<file path="config.mk">
export PLATFORM = sky130hd
export DESIGN_NAME = ni_req_packetizer_flat
export DESIGN_NICKNAME = d
export VERILOG_FILES = /design/src/rtl/ni_req_packetizer_if.sv /design/src/rtl/ni_req_packetizer.sv /design/src/flat_wrapper.sv
export SDC_FILE = /design/constraint.sdc
export NUM_CORES = 1
export LEC_CHECK = 0
export BUFFER_PORTS_ARGS = -buffer_cell sky130_fd_sc_hd__buf_4
export CORE_MARGIN = 2
export CORE_UTILIZATION = 45
export CTS_CLUSTER_DIAMETER = 150
export CTS_CLUSTER_SIZE = 14
export DETAILED_ROUTE_END_ITERATION = 10
export GPL_TIMING_DRIVEN = 0
export HOLD_SLACK_MARGIN = 0.1
export PLACE_DENSITY = 0.7
export SYNTH_ARGS = -nofsm -noshare
export SYNTH_HDL_FRONTEND = slang
export SYNTH_SLANG_ARGS = --single-unit
</file>
<file path="constraint.sdc">
create_clock -name clk -period 2.4 [get_ports clk]
set_clock_uncertainty 0.15 [all_clocks]
set_input_delay 0.72 -clock clk [delete_from_list [all_inputs] [get_ports clk]]
set_output_delay 0.72 -clock clk [all_outputs]
set_load 0.02 [all_outputs]
</file>
<file path="src/rtl/ni_req_packetizer_if.sv">
// Request and flit-link signal bundle for the NI request packetizer.
// The master modport drives requests and flit_ready; the slave modport is the packetizer.
interface ni_req_packetizer_if #(
  parameter int unsigned ADDR_WIDTH = 14,
  parameter int unsigned DATA_WIDTH = 32,
  parameter int unsigned FLIT_WIDTH = 16
);
  logic                  req_valid;
  logic                  req_ready;
  logic [ADDR_WIDTH-1:0] req_addr;
  logic [DATA_WIDTH-1:0] req_data;
  logic [3:0]            req_dest;
  logic [3:0]            req_src;
  logic [2:0]            req_mode;
  logic [1:0]            req_flags;
  logic [FLIT_WIDTH-1:0] flit_out;
  logic                  flit_valid;
  logic                  flit_ready;
  logic                  busy;

  modport master (
    output req_valid, req_addr, req_data, req_dest, req_src, req_mode, req_flags,
    output flit_ready,
    input  req_ready, flit_out, flit_valid, busy
  );

  modport slave (
    input  req_valid, req_addr, req_data, req_dest, req_src, req_mode, req_flags,
    input  flit_ready,
    output req_ready, flit_out, flit_valid, busy
  );
endinterface

</file>
<file path="src/rtl/ni_req_packetizer.sv">
// Captures one memory request and serializes it as a 6-flit packet
// (head, body3..body0, tail check word) onto the router injection link.
module ni_req_packetizer #(
  parameter int unsigned DATA_WIDTH  = 32,
  parameter int unsigned ADDR_WIDTH  = 14,
  parameter int unsigned FLIT_WIDTH  = 16,
  parameter int unsigned TOTAL_FLITS = 6
) (
  input logic                clk,
  input logic                rst,
  ni_req_packetizer_if.slave bus
);

  localparam int unsigned BEAT_W    = 3;
  localparam int unsigned BODY_W    = FLIT_WIDTH - 1;
  localparam int unsigned LAST_BEAT = TOTAL_FLITS - 1;

  typedef enum logic {IDLE, SEND} state_t;

  state_t                state_q, state_d;
  logic [BEAT_W-1:0]     beat_q, beat_d;
  logic [ADDR_WIDTH-1:0] addr_q, addr_d;
  logic [DATA_WIDTH-1:0] data_q, data_d;
  logic [3:0]            dest_q, dest_d;
  logic [3:0]            src_q, src_d;
  logic [2:0]            mode_q, mode_d;
  logic [1:0]            flags_q, flags_d;
  logic [FLIT_WIDTH-1:0] flit_q, flit_d;
  logic                  flit_valid_q, flit_valid_d;
  logic                  req_ready_q, req_ready_d;
  logic                  busy_q, busy_d;

  // Flit for a given beat; body data_bits are 15 bits with bit 0 as body/tail marker.
  function automatic logic [FLIT_WIDTH-1:0] build_flit(
    input logic [BEAT_W-1:0]     beat,
    input logic [ADDR_WIDTH-1:0] addr,
    input logic [DATA_WIDTH-1:0] data,
    input logic [3:0]            dest,
    input logic [3:0]            src,
    input logic [2:0]            mode,
    input logic [1:0]            flags
  );
    logic [BODY_W-1:0] b3, b2, b1, b0;
    logic [FLIT_WIDTH-1:0] f;
    b3 = {data[1:0], 13'b0};
    b2 = data[16:2];
    b1 = data[31:17];
    b0 = {1'b0, addr};
    case (beat)
      3'd0:    f = {3'(TOTAL_FLITS), flags, mode, dest, src};
      3'd1:    f = {b3, 1'b0};
      3'd2:    f = {b2, 1'b0};
      3'd3:    f = {b1, 1'b0};
      3'd4:    f = {b0, 1'b0};
      default: f = {b3 ^ b2 ^ b1 ^ b0, 1'b1};
    endcase
    return f;
  endfunction

  // State and datapath registers.
  always_ff @(posedge clk) begin
    if (rst) begin
      state_q      <= IDLE;
      beat_q       <= '0;
      addr_q       <= '0;
      data_q       <= '0;
      dest_q       <= '0;
      src_q        <= '0;
      mode_q       <= '0;
      flags_q      <= '0;
      flit_q       <= '0;
      flit_valid_q <= 1'b0;
      req_ready_q  <= 1'b1;
      busy_q       <= 1'b0;
    end else begin
      state_q      <= state_d;
      beat_q       <= beat_d;
      addr_q       <= addr_d;
      data_q       <= data_d;
      dest_q       <= dest_d;
      src_q        <= src_d;
      mode_q       <= mode_d;
      flags_q      <= flags_d;
      flit_q       <= flit_d;
      flit_valid_q <= flit_valid_d;
      req_ready_q  <= req_ready_d;
      busy_q       <= busy_d;
    end
  end

  // Next-state and registered-output logic; flits are prepared one cycle ahead.
  always_comb begin
    state_d      = state_q;
    beat_d       = beat_q;
    addr_d       = addr_q;
    data_d       = data_q;
    dest_d       = dest_q;
    src_d        = src_q;
    mode_d       = mode_q;
    flags_d      = flags_q;
    flit_d       = flit_q;
    flit_valid_d = flit_valid_q;
    req_ready_d  = req_ready_q;
    busy_d       = busy_q;

    case (state_q)
      IDLE: begin
        if (bus.req_valid && req_ready_q) begin
          addr_d       = bus.req_addr;
          data_d       = bus.req_data;
          dest_d       = bus.req_dest;
          src_d        = bus.req_src;
          mode_d       = bus.req_mode;
          flags_d      = bus.req_flags;
          state_d      = SEND;
          beat_d       = '0;
          flit_d       = build_flit('0, bus.req_addr, bus.req_data, bus.req_dest,
                                    bus.req_src, bus.req_mode, bus.req_flags);
          flit_valid_d = 1'b1;
          req_ready_d  = 1'b0;
          busy_d       = 1'b1;
        end
      end
      SEND: begin
        if (flit_valid_q && bus.flit_ready) begin
          if (beat_q == BEAT_W'(LAST_BEAT)) begin
            state_d      = IDLE;
            beat_d       = '0;
            flit_d       = '0;
            flit_valid_d = 1'b0;
            req_ready_d  = 1'b1;
            busy_d       = 1'b0;
          end else begin
            beat_d = BEAT_W'(beat_q + BEAT_W'(1));
            flit_d = build_flit(BEAT_W'(beat_q + BEAT_W'(1)), addr_q, data_q, dest_q,
                                src_q, mode_q, flags_q);
          end
        end
      end
      default: state_d = IDLE;
    endcase
  end

  assign bus.req_ready  = req_ready_q;
  assign bus.flit_out   = flit_q;
  assign bus.flit_valid = flit_valid_q;
  assign bus.busy       = busy_q;

endmodule
</file>
<file path="src/flat_wrapper.sv">
// flat-port wrapper written by rule: the top's interface ports become plain ports
module ni_req_packetizer_flat 
#(
  parameter int unsigned DATA_WIDTH  = 32,
  parameter int unsigned ADDR_WIDTH  = 14,
  parameter int unsigned FLIT_WIDTH  = 16,
  parameter int unsigned TOTAL_FLITS = 6
)
  (clk, rst, bus_req_valid, bus_req_addr, bus_req_data, bus_req_dest, bus_req_src, bus_req_mode, bus_req_flags, bus_flit_ready, bus_req_ready, bus_flit_out, bus_flit_valid, bus_busy);
  ni_req_packetizer_if #(.ADDR_WIDTH(ADDR_WIDTH), .DATA_WIDTH(DATA_WIDTH), .FLIT_WIDTH(FLIT_WIDTH)) bus_i ();
  input logic clk;
  input logic rst;
  input wire logic [$bits(bus_i.req_valid)-1:0] bus_req_valid;
  input wire logic [$bits(bus_i.req_addr)-1:0] bus_req_addr;
  input wire logic [$bits(bus_i.req_data)-1:0] bus_req_data;
  input wire logic [$bits(bus_i.req_dest)-1:0] bus_req_dest;
  input wire logic [$bits(bus_i.req_src)-1:0] bus_req_src;
  input wire logic [$bits(bus_i.req_mode)-1:0] bus_req_mode;
  input wire logic [$bits(bus_i.req_flags)-1:0] bus_req_flags;
  input wire logic [$bits(bus_i.flit_ready)-1:0] bus_flit_ready;
  output wire logic [$bits(bus_i.req_ready)-1:0] bus_req_ready;
  output wire logic [$bits(bus_i.flit_out)-1:0] bus_flit_out;
  output wire logic [$bits(bus_i.flit_valid)-1:0] bus_flit_valid;
  output wire logic [$bits(bus_i.busy)-1:0] bus_busy;
  assign bus_i.req_valid = bus_req_valid;
  assign bus_i.req_addr = bus_req_addr;
  assign bus_i.req_data = bus_req_data;
  assign bus_i.req_dest = bus_req_dest;
  assign bus_i.req_src = bus_req_src;
  assign bus_i.req_mode = bus_req_mode;
  assign bus_i.req_flags = bus_req_flags;
  assign bus_i.flit_ready = bus_flit_ready;
  assign bus_req_ready = bus_i.req_ready;
  assign bus_flit_out = bus_i.flit_out;
  assign bus_flit_valid = bus_i.flit_valid;
  assign bus_busy = bus_i.busy;
  ni_req_packetizer #(.DATA_WIDTH(DATA_WIDTH), .ADDR_WIDTH(ADDR_WIDTH), .FLIT_WIDTH(FLIT_WIDTH), .TOTAL_FLITS(TOTAL_FLITS)) u_core (.clk(clk), .rst(rst), .bus(bus_i));
endmodule
</file>
# After elaboration in Yosys (flattened, before gate mapping)
# Index checks and enable logic that the tools add are counted.
totals:
  regBits: 81
  latchBits: 0
  ramBits: 0
  mem_bits_ro: 0
  output_inout_bits: 19
  wordCells: 51
  n_memories: 0
classes:
  addsub: 1
  n_mul: 0
  div_mod_pow: 0
  magnitude_cmp: 0
  eq_ne: 8
  n_shift: 0
  mux: 21
  bitwise_logic: 4
  n_reduce_logical: 6
op_table:
  columns: ["cell", "count"]
  rows:
  - ["one-hot mux 16 bit (5 select lines)", 1]
  - ["2-to-1 mux 16 bit", 3]
  - ["one-hot mux 16 bit (2 select lines)", 1]
  - ["bitwise XOR 15 bit", 2]
  - ["bitwise XOR 15 x 14 -> 15 bit", 1]
  - ["2-to-1 mux 1 bit", 9]
  - ["2-to-1 mux 3 bit", 3]
  - ["equality test 3 x 2 -> 1 bit (second input constant)", 2]
  - ["equality test 3 bit (second input constant)", 2]
  - ["one-hot mux 1 bit (2 select lines)", 3]
  - ["one-hot mux 3 bit (2 select lines)", 1]
  - ["inequality test 2 bit (second input constant)", 2]
  - ["AND reduction 2 bit", 2]
  - ["adder 3 x 1 -> 3 bit (second input constant)", 1]
  - ["equality test 3 x 1 -> 1 bit (second input constant)", 1]
  - ["zero test 3 bit", 1]
  - ["AND reduction 3 bit", 1]
  - ["logical AND 1 bit", 2]
  - ["inequality test 2 x 1 -> 1 bit (second input constant)", 1]
  - ["inverter 1 bit", 1]

# Logic depth before layout (Yosys ltp)
# Gate-level depths: netlist (run 1).
logic_depth:
  depth_word: 7
  ltp_mapped: 7
  ltp_nobuf: 4

# Worst setup path after synthesis (run 1)
# Ideal clock, no wire load.
synth_path:
  path_type: "in2reg"
  from: "input port bus_flit_ready"
  to: "register u_core.flit_q[8], in the netlist u_core.bus.flit_out[8]"
  setup_time_ns: 0.092
  arrival_ns: 1.784
  required_ns: 2.158
  slack_ns: 0.374
  path_stages: 5
  n_path_buf: 1
  cell_sequence: "and3_1 > buf_2 > nor2_2 > or4b_1 > o32ai_1"
synth_between:
  elab_chain_len: 3
synth_lines:
  columns: ["element", "line_no", "text"]
  rows:
  - ["start, declared", "flat_wrapper.sv:20", "input wire logic [$bits(bus_i.flit_ready)-1:0] bus_flit_ready;"]
  - ["logical AND 1 bit", "ni_req_packetizer.sv:125", "if (flit_valid_q && bus.flit_ready) begin"]
  - ["inequality test 2 bit (no source line)", null, null]
  - ["AND reduction 2 bit (no source line)", null, null]
  - ["end signal, assigned", "ni_req_packetizer.sv:84", "flit_q <= flit_d;"]
  - ["end, declared", "ni_req_packetizer.sv:28", "logic [FLIT_WIDTH-1:0] flit_q, flit_d;"]
# Every way passes these cells.
# A chain may end at the register's enable or synchronous reset.

# Worst setup path after layout (run 1)
layout_path:
  from: "register u_core.beat_q[1]"
  to: "register u_core.flit_q[6], in the netlist u_core.bus.flit_out[6]"
layout_between:
  elab_chain_len: 6
  elab_cells_between_ends: 11
  classes_between: "add/sub (1); eq/ne (5); mux (4); reduce/logical (1)"
layout_lines:
  columns: ["element", "line_no", "text"]
  rows:
  - ["start, declared", "ni_req_packetizer.sv:21", "logic [BEAT_W-1:0] beat_q, beat_d;"]
  - ["start signal, assigned", "ni_req_packetizer.sv:77", "beat_q <= beat_d;"]
  - ["adder 3 x 1 -> 3 bit", "ni_req_packetizer.sv:135", "flit_d = build_flit(BEAT_W'(beat_q + BEAT_W'(1)), addr_q, data_q, dest_q,"]
  - ["equality test 3 bit, or another cell as far along", "ni_req_packetizer.sv:49", "case (beat)"]
  - ["one-hot mux 16 bit (5 select lines)", "ni_req_packetizer.sv:49", null]
  - ["2-to-1 mux 16 bit (*)", "ni_req_packetizer.sv:126", "if (beat_q == BEAT_W'(LAST_BEAT)) begin"]
  - ["2-to-1 mux 16 bit (*)", "ni_req_packetizer.sv:125", null]
  - ["one-hot mux 16 bit (2 select lines) (*)", "ni_req_packetizer.sv:106", "case (state_q)"]
# Mark *: on every way between the ends. The rest lies on a longest branch, timed or not. The select of a mux whose other input is x is not followed.

==> flow_summary.toml, run 1 <==
[route]
drt-initial-drc-count = 326
vias_per_cell = 5.50
antenna_left = 0
vias = 3735
wl_um = 11500
drc_errors = 0
drt-pass1-iter-count = 5
drt-wirelength-per-cell_um = 17.0

[sta]
maxSlewHeadroom = 0.552
worst_pin_slew_ps = 672
rsz0062_at_grt = "false"
max_freq_ghz = 0.441
period_needed_ps = 2270
fin_crit_sh = 0.945
hold_viol_final = 0
setup_viol = 0
final_max_slew_viol_count = 0
worst_slack_ps = 131

[floorplan]
die_h_um = 95.7
coreArea_um2 = 8180
start_util = 0.463
fp.dieW_um = 95.7
num_rows = 33
die_area_um2 = 9160
io-pin-count = 82

[critical_path]
crit_path_cell_trace = "buf_2, buf_2, nand2_1, nand2_1, clkbuf_1, nor2_1, o22ai_1"
cp.arrival_ps = 2390
cp_max_fo = 10
cp-end-kind = "register"
start_kind = "register"
worst_path_max_delay_cell = "clkbuf_1"
path_class = "register to register"
critical_path_buf_inv_count = 3
cp_top_family = "buffers and inverters"
required_ps = 2520
critPathMaxStageDelay_ps = 540

[global_route]
grt_overflow_total = 0
grt_max_degree = 13
grt_pass1_wl_um = 17800
grt_pass1_vias = 3558
antenna_found_initial = 0
track_usage = 0.262

[placement]
portBuffers = 81
place_area_um2 = 4530
place_hpwl_um = 8010
pre_cts_ws_ps = -136
place_congestion = 0.932

[logic_synthesis]
ys_seq_area_frac = 0.428
synth-seq-cells = 81
ys_types = 40
syn_area_um2 = 3790
syn_avg_cell_area_um2 = 7.94
ys_warn_count = 0
synthesis.nets = 540
syn_inst = 477

[layout]
fin_area_um2 = 4710
nets = 632
area_delta_synth_final_pct = 24.5
finish.utilization = 0.577
drive_gt1_frac = 0.213
antennaDiodeCount = 0

[clock_network]
cts_hold_buffers = 0
clockBufferDepth = 2
h-tree-depth = 3
clock-root-buffer = "clkbuf_8"
cts_tree = "done"
post-cts-setup-buffer-count = 0
clkLatencyLatePin_ps = 360
path_clk_slew_ps = 80
cts_sinks = 81
cts_resized = 0
numCtsBuffers = 9

[min_path]
hp-class = "register to register"

[pwr]
vdd_drop_max_mv = 0.388
power_density_nw_per_um2 = 632
p_leak_uw = 0.00185

[run]
maxCapViolations = 0

[status]
status = "complete, no violations"
## layout by cell type, fill, tap and decap left out, types with 2 or more instances in the layout
cell and n:
nand3b_1 2, a21oi_1 81, mux2_2 10, clkbuf_8 10
nor2b_1 3, a221oi_1 12, buf_1 3, mux2i_1 2
nor2_1 20, buf_4 83, nand2_1 125, a21boi_0 11
xnor2_1 28, nor3_1 2, clkbuf_1 25, nand2b_1 6
clkinv_2 2, dfxtp_1 81, or4b_1 2, mux2_1 2
o22ai_1 12, and3_1 2, buf_2 14, nor3b_1 3
o21ai_0 4, or3_1 11, a311oi_1 2
## flip-flops by register name (all words and copies together) (netlist names)
name,count
u_core.bus.req_ready,1
u_core.addr_q,14
u_core.src_q,4
u_core.state_q,1
u_core.flags_q,2
u_core.bus.flit_out,16
u_core.dest_q,4
u_core.bus.flit_valid,1
u_core.data_q,32
u_core.beat_q,3
u_core.mode_q,3
## cell type report
class                           count  area (µm²)
Buffer                             41         179
Clock buffer                       13         149
Clock inverter                      3        40.0
Fill cell                         787        3460
Multi-Input combinational cell    355        1990
Sequential cell                    81        1620
Tap cell                          105         131
Timing Repair Buffer               81         608
## path summary, 6_finish.rpt
kind	end	slack, ps	cells past startpoint	start
setup reg to reg	u_core.bus.flit_out[6]$_SDFFE_PP0P_	130	7	u_core.beat_q[1]$_SDFFE_PP0P_
hold / removal	u_core.dest_q[2]$_SDFFE_PP0P_	310	2	u_core.dest_q[2]$_SDFFE_PP0P_
hold reg to reg	u_core.dest_q[2]$_SDFFE_PP0P_	310	2	u_core.dest_q[2]$_SDFFE_PP0P_
setup / recovery	u_core.bus.flit_out[6]$_SDFFE_PP0P_	130	7	u_core.beat_q[1]$_SDFFE_PP0P_
## cell families after synthesis
family	synth area share
flops	0.428
mux	0.0469
buf+inv	0.0473
compound gates	0.203
xor+xnor	0.0671
simple gates	0.207
## metal layers
metal / track usage / routed length (µm) / vias to the layer above / part of all wire
met2: 0.411 / 5370 / 169 / 0.47
met4: 0.150 / 424 / 0 / 0.037
met5: 0 / 0 / - / 0
li1: - / - / 1818 / -
met3: 0.0376 / 791 / 31 / 0.069
met1: 0.345 / 4920 / 1717 / 0.43
## report_power, final
group	total [µW]	internal, µW	switching (µW)
Combinational	494	230	264
Sequential	1490	1430	66.9
Clock	992	507	485
## stage by stage
step,hold WS (ps),TNS (ps),instances,total power (µW)
6_report,312,0,679,2980
5_1_grt,334,0,679,3120
4_1_cts,312,0,679,2990
3_5_place_dp,300,-1370,663,2020
3_3_place_gp,294,-1260,663,2000
2_1_floorplan,287,0,477,1800
## synth_stat cells (all sizes together)
cell / count / area, µm²
a211o: 1 / 8.76
a211oi: 1 / 7.51
a21boi: 11 / 82.6
a21o: 1 / 7.51
a21oi: 81 / 405
a221o: 1 / 10.0
a221oi: 12 / 105
a311oi: 2 / 17.5
a31oi: 1 / 6.26
and3: 2 / 12.5
and3b: 1 / 8.76
buf: 19 / 96.3
clkbuf: 22 / 82.6
dfxtp: 81 / 1620
mux2: 12 / 135
mux2i: 2 / 20.0
mux4: 1 / 22.5
nand2: 125 / 469
nand2b: 6 / 37.5
nand3: 1 / 5.00
nand3b: 2 / 15.0
nand4: 1 / 6.26
nor2: 21 / 81.3
nor2b: 3 / 18.8
nor3: 2 / 10.0
nor3b: 3 / 22.5
nor4b: 1 / 8.76
o211ai: 1 / 7.51
o21ai: 4 / 20.0
o22ai: 12 / 75.1
o31ai: 1 / 7.51
o32ai: 1 / 8.76
or3: 11 / 68.8
or4b: 2 / 20.0
xnor2: 28 / 245
xor2: 1 / 8.76
## worst min-delay path, delay by kind of cell, from the launching register on
family	cells	cell delay, ps
compound gates	1	50
flops	1	310
simple gates	1	50
Note: power is estimated with default switching activity, not from simulation.
==> run 2, diff against run 1 <==
--- a/config.mk
+++ b/config.mk
@@ -15,4 +15,5 @@
 export HOLD_SLACK_MARGIN = 0.1
 export PLACE_DENSITY = 0.7
+export RECOVER_POWER = 25
 export SYNTH_ARGS = -nofsm -noshare
 export SYNTH_HDL_FRONTEND = slang
--- a/constraint.sdc
+++ b/constraint.sdc
@@ -3,3 +3,3 @@
 set_input_delay 0.72 -clock clk [delete_from_list [all_inputs] [get_ports clk]]
 set_output_delay 0.72 -clock clk [all_outputs]
-set_load 0.02 [all_outputs]
+set_load 0.05 [all_outputs]
==> run 2 against run 1 <==
  * Critical path depth unchanged
  * Largest power group unchanged
  * Clock-buffer cell count unchanged
  * Sequential share of layout area up 0.53 points
  * Setup slack worse by 9.6 ps
  * Sequential power about the same
  * Flip-flop and latch count unchanged
  * Global-route usage unchanged
  * Highest routed layer unchanged
  * Die area unchanged
  * Design area down 1.5%
  * Total power up 1.2%
  * Clock power about the same
  * Via count up 0.46%
==> flow_summary.toml, run 2 (synthesized netlist as in run 1, its figures left out) <==
[layout]
fin_area_um2 = 4640
regMostFlops = "u_core.data_q"
largest_reg_flops = 32
final_common_cell = "nand2_1"
area_delta_synth_final_pct = 22.6
finish.utilization = 0.568
drive_gt1_frac = 0.179
nets = 632
final_cell_mix = "125 x nand2_1, 81 x a21oi_1, 81 x dfxtp_1, 64 x buf_4, 45 x clkbuf_1"
antennaDiodeCount = 0

[global_route]
grt_max_degree = 13
grt_pass1_wl_um = 17800
antenna_found_initial = 0
grt_pass1_vias = 3558
grt_overflow_total = 0
track_usage = 0.262

[critical_path]
crit_start = "u_core.beat_q[1]$_SDFFE_PP0P_"
cp_max_fo = 10
r2r-start = "u_core.beat_q[1]$_SDFFE_PP0P_"
cp_top_family = "buffers and inverters"
critical_path_buf_inv_count = 3
path_depth = 7
worstRegToRegCells = 7
crit_path_cell_trace = "buf_2, buf_2, nand2_1, nand2_1, clkbuf_1, nor2_1, o22ai_1"
cp-end-kind = "register"
critPathMaxStageDelay_ps = 550
r2r-end = "u_core.bus.flit_out[6]$_SDFFE_PP0P_"
required_ps = 2520
worst_path_max_delay_cell = "clkbuf_1"
start_kind = "register"
cp.arrival_ps = 2400
r2r_slack_ps = 120
endpoint = "u_core.bus.flit_out[6]$_SDFFE_PP0P_"
path_class = "register to register"

[route]
vias_per_cell = 5.53
drt-wirelength-per-cell_um = 17.0
antenna_left = 0
drc_errors = 0
drt-pass1-iter-count = 5
vias = 3752
wl_um = 11600
drt-initial-drc-count = 354

[clock_network]
h-tree-depth = 3
post-cts-setup-buffer-count = 0
cts_sinks = 81
cts_hold_buffers = 0
cts_resized = 0
clockBufferDepth = 2
clock-root-buffer = "clkbuf_8"
clkLatencyLatePin_ps = 360
path_clk_slew_ps = 80
cts_tree = "done"
numCtsBuffers = 9

[sta]
fin_setup_tns_ps = 0
period_needed_ps = 2280
final_max_slew_viol_count = 0
fin_crit_sh = 0.949
rsz0062_at_grt = "false"
worst_pin_slew_ps = 689
hold_viol_final = 0
hold_ws_ps = 312
setup_viol = 0
max_freq_ghz = 0.439
maxSlewHeadroom = 0.541

[floorplan]
io-pin-count = 82
fp.dieW_um = 95.7
coreArea_um2 = 8180
die_h_um = 95.7
die_area_um2 = 9160
num_rows = 33
start_util = 0.463

[pwr]
combPwrFrac = 0.174
seq_power_share = 0.496
power_density_nw_per_um2 = 649
clockPowerShare = 0.330
p_int_uw = 2150
p_sw_frac = 0.288
vdd_drop_max_mv = 0.387
p_switching_uw = 868
p_leak_uw = 0.00177

[min_path]
hp-class = "register to register"

[placement]
place_area_um2 = 4530
place_hpwl_um = 8010
portBuffers = 81
place_congestion = 0.932

[status]
status = "complete, no violations"

[run]
maxCapViolations = 0
## run 2: power by group through the flow
stage	combinational [µW]	clock (µW)	sequential, µW
detailed placement	541	0	1520
global placement	533	0	1520
finish	526	994	1490
CTS	543	1000	1490
global route	572	1070	1500
floorplan	274	0	1580
## run 2: worst reg2reg max path, stage by stage, from the launching register on
cell	delay (ps)
dfxtp_1	350
buf_2	270
buf_2	310
nand2_1	90
nand2_1	140
clkbuf_1	560
nor2_1	130
o22ai_1	190
## run 2: worst min path at each step
| stage | from | end | slack [ps] | depth (start not counted) |
|---|---|---|---|---|
| floorplan | u_core.src_q[0]$_SDFFE_PP0P_ | u_core.src_q[0]$_SDFFE_PP0P_ | 290 | 2 |
| global placement | u_core.dest_q[2]$_SDFFE_PP0P_ | u_core.dest_q[2]$_SDFFE_PP0P_ | 290 | 2 |
| detailed placement | u_core.src_q[1]$_SDFFE_PP0P_ | u_core.src_q[1]$_SDFFE_PP0P_ | 300 | 2 |
| CTS | u_core.src_q[1]$_SDFFE_PP0P_ | u_core.src_q[1]$_SDFFE_PP0P_ | 310 | 2 |
| global route | u_core.dest_q[1]$_SDFFE_PP0P_ | u_core.dest_q[1]$_SDFFE_PP0P_ | 330 | 2 |
| finish | u_core.dest_q[1]$_SDFFE_PP0P_ | u_core.dest_q[1]$_SDFFE_PP0P_ | 310 | 2 |
## run 2: metrics by stage
| step | setup slack (ps) | total power [µW] | cells |
|---|---|---|---|
| floorplan | 347 | 1850 | 477 |
| global placement | -150 | 2050 | 663 |
| detailed placement | -136 | 2060 | 663 |
| CTS | 191 | 3040 | 679 |
| global route | 30.1 | 3150 | 679 |
| finish | 122 | 3010 | 679 |
## run 2: final cells by class
| cell class | count | area, µm² |
|---|---|---|
| plain buffers | 41 | 178 |
| clock buffers | 13 | 149 |
| clock inverters | 3 | 40.0 |
| fillers | 805 | 3530 |
| multi-input cells | 355 | 1990 |
| flip-flops and latches | 81 | 1620 |
| well taps | 105 | 131 |
| repair buffers | 81 | 538 |
## run 2: metal layers
| layer | wire length, µm | GRT usage | share of wire |
|---|---|---|---|
| met1 | 5060 | 0.345 | 0.44 |
| met2 | 5270 | 0.411 | 0.46 |
| met3 | 759 | 0.0376 | 0.066 |
| met4 | 461 | 0.150 | 0.040 |
| met5 | 0 | 0 | 0 |
==> run 3, diff against run 2 <==
ABC_AREA = 1   (was unset)
PLACE_DENSITY = 0.69   (was 0.7)
==> run 3 against run 2 <==
  * Synthesized cell count rose by 33%
  * Maximum frequency rose by 8.3%
  * Design area rose by 11%
  * Critical path type is now primary input to register
==> flow_summary.toml, run 3 <==
[critical_path]
cp.arrival_ps = 2240
required_ps = 2540
r2r-start = "u_core.state_q$_SDFF_PP0_"
cp_max_fo = 10
cp-end-kind = "register"
critPathMaxStageDelay_ps = 500
crit_top_cell = "clkbuf_1"
r2r_slack_ps = 530
path_class = "primary input to register"
worstRegToRegCells = 7
start_kind = "primary input"
worst_path_max_delay_cell = "clkbuf_1"
r2r-end = "u_core.bus.flit_out[11]$_SDFFE_PP0P_"
crit_path_cell_trace = "clkbuf_1, inv_1, buf_2, clkbuf_1, o21ai_0, a21oi_1"

[logic_synthesis]
ys_top_cells_by_count = "139 x nand2_1, 81 x dfxtp_1, 81 x nor2_1, 72 x o21ai_0, 67 x a21oi_1"
synth_top_area_frac = 0.390
synthesis.nets = 698
ys.flop_type = "dfxtp_1"
synth_area_leaders = "dfxtp_1 39%, nand2_1 13%, o21ai_0 8.7%"
syn_avg_cell_area_um2 = 6.55
synth-seq-cells = 81
yosysTopAreaCell = "dfxtp_1"
synth_edf_count = 0
yosysMostFrequentCell = "nand2_1"
syn_inst = 635
ys_seq_area_frac = 0.390
async_flop_share = 0
syn_area_um2 = 4160
ys_warn_count = 0
ys_types = 26

[layout]
drive_gt1_frac = 0.182
regMostFlops = "u_core.data_q"
antennaDiodeCount = 0
final_cell_mix = "139 x nand2_1, 83 x nor2_1, 82 x buf_4, 81 x dfxtp_1, 72 x o21ai_0"
fin_area_um2 = 5130
finish.utilization = 0.564
area_delta_synth_final_pct = 23.4
nets = 790
largest_reg_flops = 32
fin_cells = 843
final_common_cell = "nand2_1"

[route]
drt-initial-drc-count = 302
drc_errors = 0
vias = 4553
antenna_left = 0
drt-wirelength-per-cell_um = 15.8
vias_per_cell = 5.40
wl_um = 13300
drt-pass1-iter-count = 5

[placement]
place_congestion = 0.931
place_area_um2 = 4910
place_hpwl_um = 9750
place_inst = 827
portBuffers = 81

[run]
maxCapViolations = 0

[sta]
fin_setup_tns_ps = 0
setup_viol = 0
hold_ws_ps = 329
rsz0062_at_grt = "false"
final_max_slew_viol_count = 0
hold_viol_final = 0
fin_crit_sh = 0.876
maxSlewHeadroom = 0.554
worst_pin_slew_ps = 668
max_freq_ghz = 0.475
period_needed_ps = 2100

[clock_network]
numCtsBuffers = 9
clock-root-buffer = "clkbuf_8"
clockBufferDepth = 2
clkLatencyLatePin_ps = 360
h-tree-depth = 3
path_clk_slew_ps = 90
cts_resized = 0
post-cts-setup-buffer-count = 0
cts_tree = "done"
cts_hold_buffers = 0
cts_sinks = 81

[status]
status = "complete, no violations"

[pwr]
p_leak_uw = 0.00239
power_density_nw_per_um2 = 692
vdd_drop_max_mv = 0.347

[min_path]
min_to = "u_core.bus.req_ready$_SDFFE_PP1P_"
min_path_cells = 2
min-delay-start = "u_core.bus.req_ready$_SDFFE_PP1P_"
hp-class = "register to register"

[floorplan]
num_rows = 35
coreArea_um2 = 9110
fp.dieW_um = 100
die_h_um = 100
die_area_um2 = 10000
start_util = 0.457
io-pin-count = 82

[global_route]
antenna_found_initial = 0
grt_pass1_vias = 4395
grt_pass1_wl_um = 20900
track_usage = 0.270
grt_overflow_total = 0
grt_max_degree = 15
==> run 3: cell types whose count changed after synthesis, sizes merged, moves of 12 or more <==
cell	previous run	this run
mux2	12	0
nand2	125	144
o21ai	4	82
o22ai	12	0
a21oi	81	67
a221oi	12	0
inv	0	63
nand3	1	58
xnor2	28	1
nor2	21	85
==> run 3: worst max path at each step <==
stage                                  startpoint                              endpoint  slack [ps]
4_1_cts        u_core.bus.flit_valid$_SDFFE_PP0P_                        bus_flit_valid         470
3_5_place_dp                                  rst         u_core.addr_q[0]$_SDFFE_PP0P_         150
6_report                                      rst         u_core.addr_q[0]$_SDFFE_PP0P_         300
2_1_floorplan  u_core.bus.flit_valid$_SDFFE_PP0P_                        bus_flit_valid         600
5_1_grt                            bus_flit_ready  u_core.bus.flit_out[12]$_SDFFE_PP0P_         240
3_3_place_gp                                  rst         u_core.addr_q[0]$_SDFFE_PP0P_         120
==> run 3: cell families (layout without fill, tap and decap cells) <==
family	Yosys count	count (layout)	synth area share
and+or+nand+nor	302	302	0.315
DFF	81	81	0.390
AOI/OAI and AO/OA	150	150	0.181
buffers and inverters	101	198	0.112
xor gates and xnor gates	1	1	0.00211
==> run 3: routing by layer <==
layer	wire length [µm]	track usage	vias to the layer above
met5	0	0	-
met4	480	0.120	0
met3	1050	0.0369	39
met2	6480	0.466	190
met1	5330	0.334	2079
li1	-	-	2245
==> run 3: report_power, final <==
part	leakage (µW)	internal [µW]	total (µW)	switching [µW]
clock network	0.000124	693	1220	532
registers	0.000669	1480	1570	95.2
logic	0.00159	268	755	487
total	0.00239	2440	3550	1110
==> run 3: per-stage QoR <==
| step | total power, µW | setup slack (ps) |
|---|---|---|
| 3_5_place_dp | 2350 | 152 |
| 2_1_floorplan | 2070 | 597 |
| 5_1_grt | 3710 | 240 |
| 6_report | 3550 | 297 |
| 4_1_cts | 3560 | 472 |
| 3_3_place_gp | 2340 | 122 |
==> run 3: area by class of cell <==
cell class	instances	area [µm²]
inverters	64	244
well taps	111	139
clock buffers	9	124
repair buffers	81	604
plain buffers	37	219
clock inverters	7	118
flip-flops and latches	81	1620
fillers	926	3980
multi-input cells	453	2060
==> run 3: critical path: cells and delay by family <==
family / cells / cell delay, ps
compound gates: 2 / 490
buf+inv: 4 / 1010
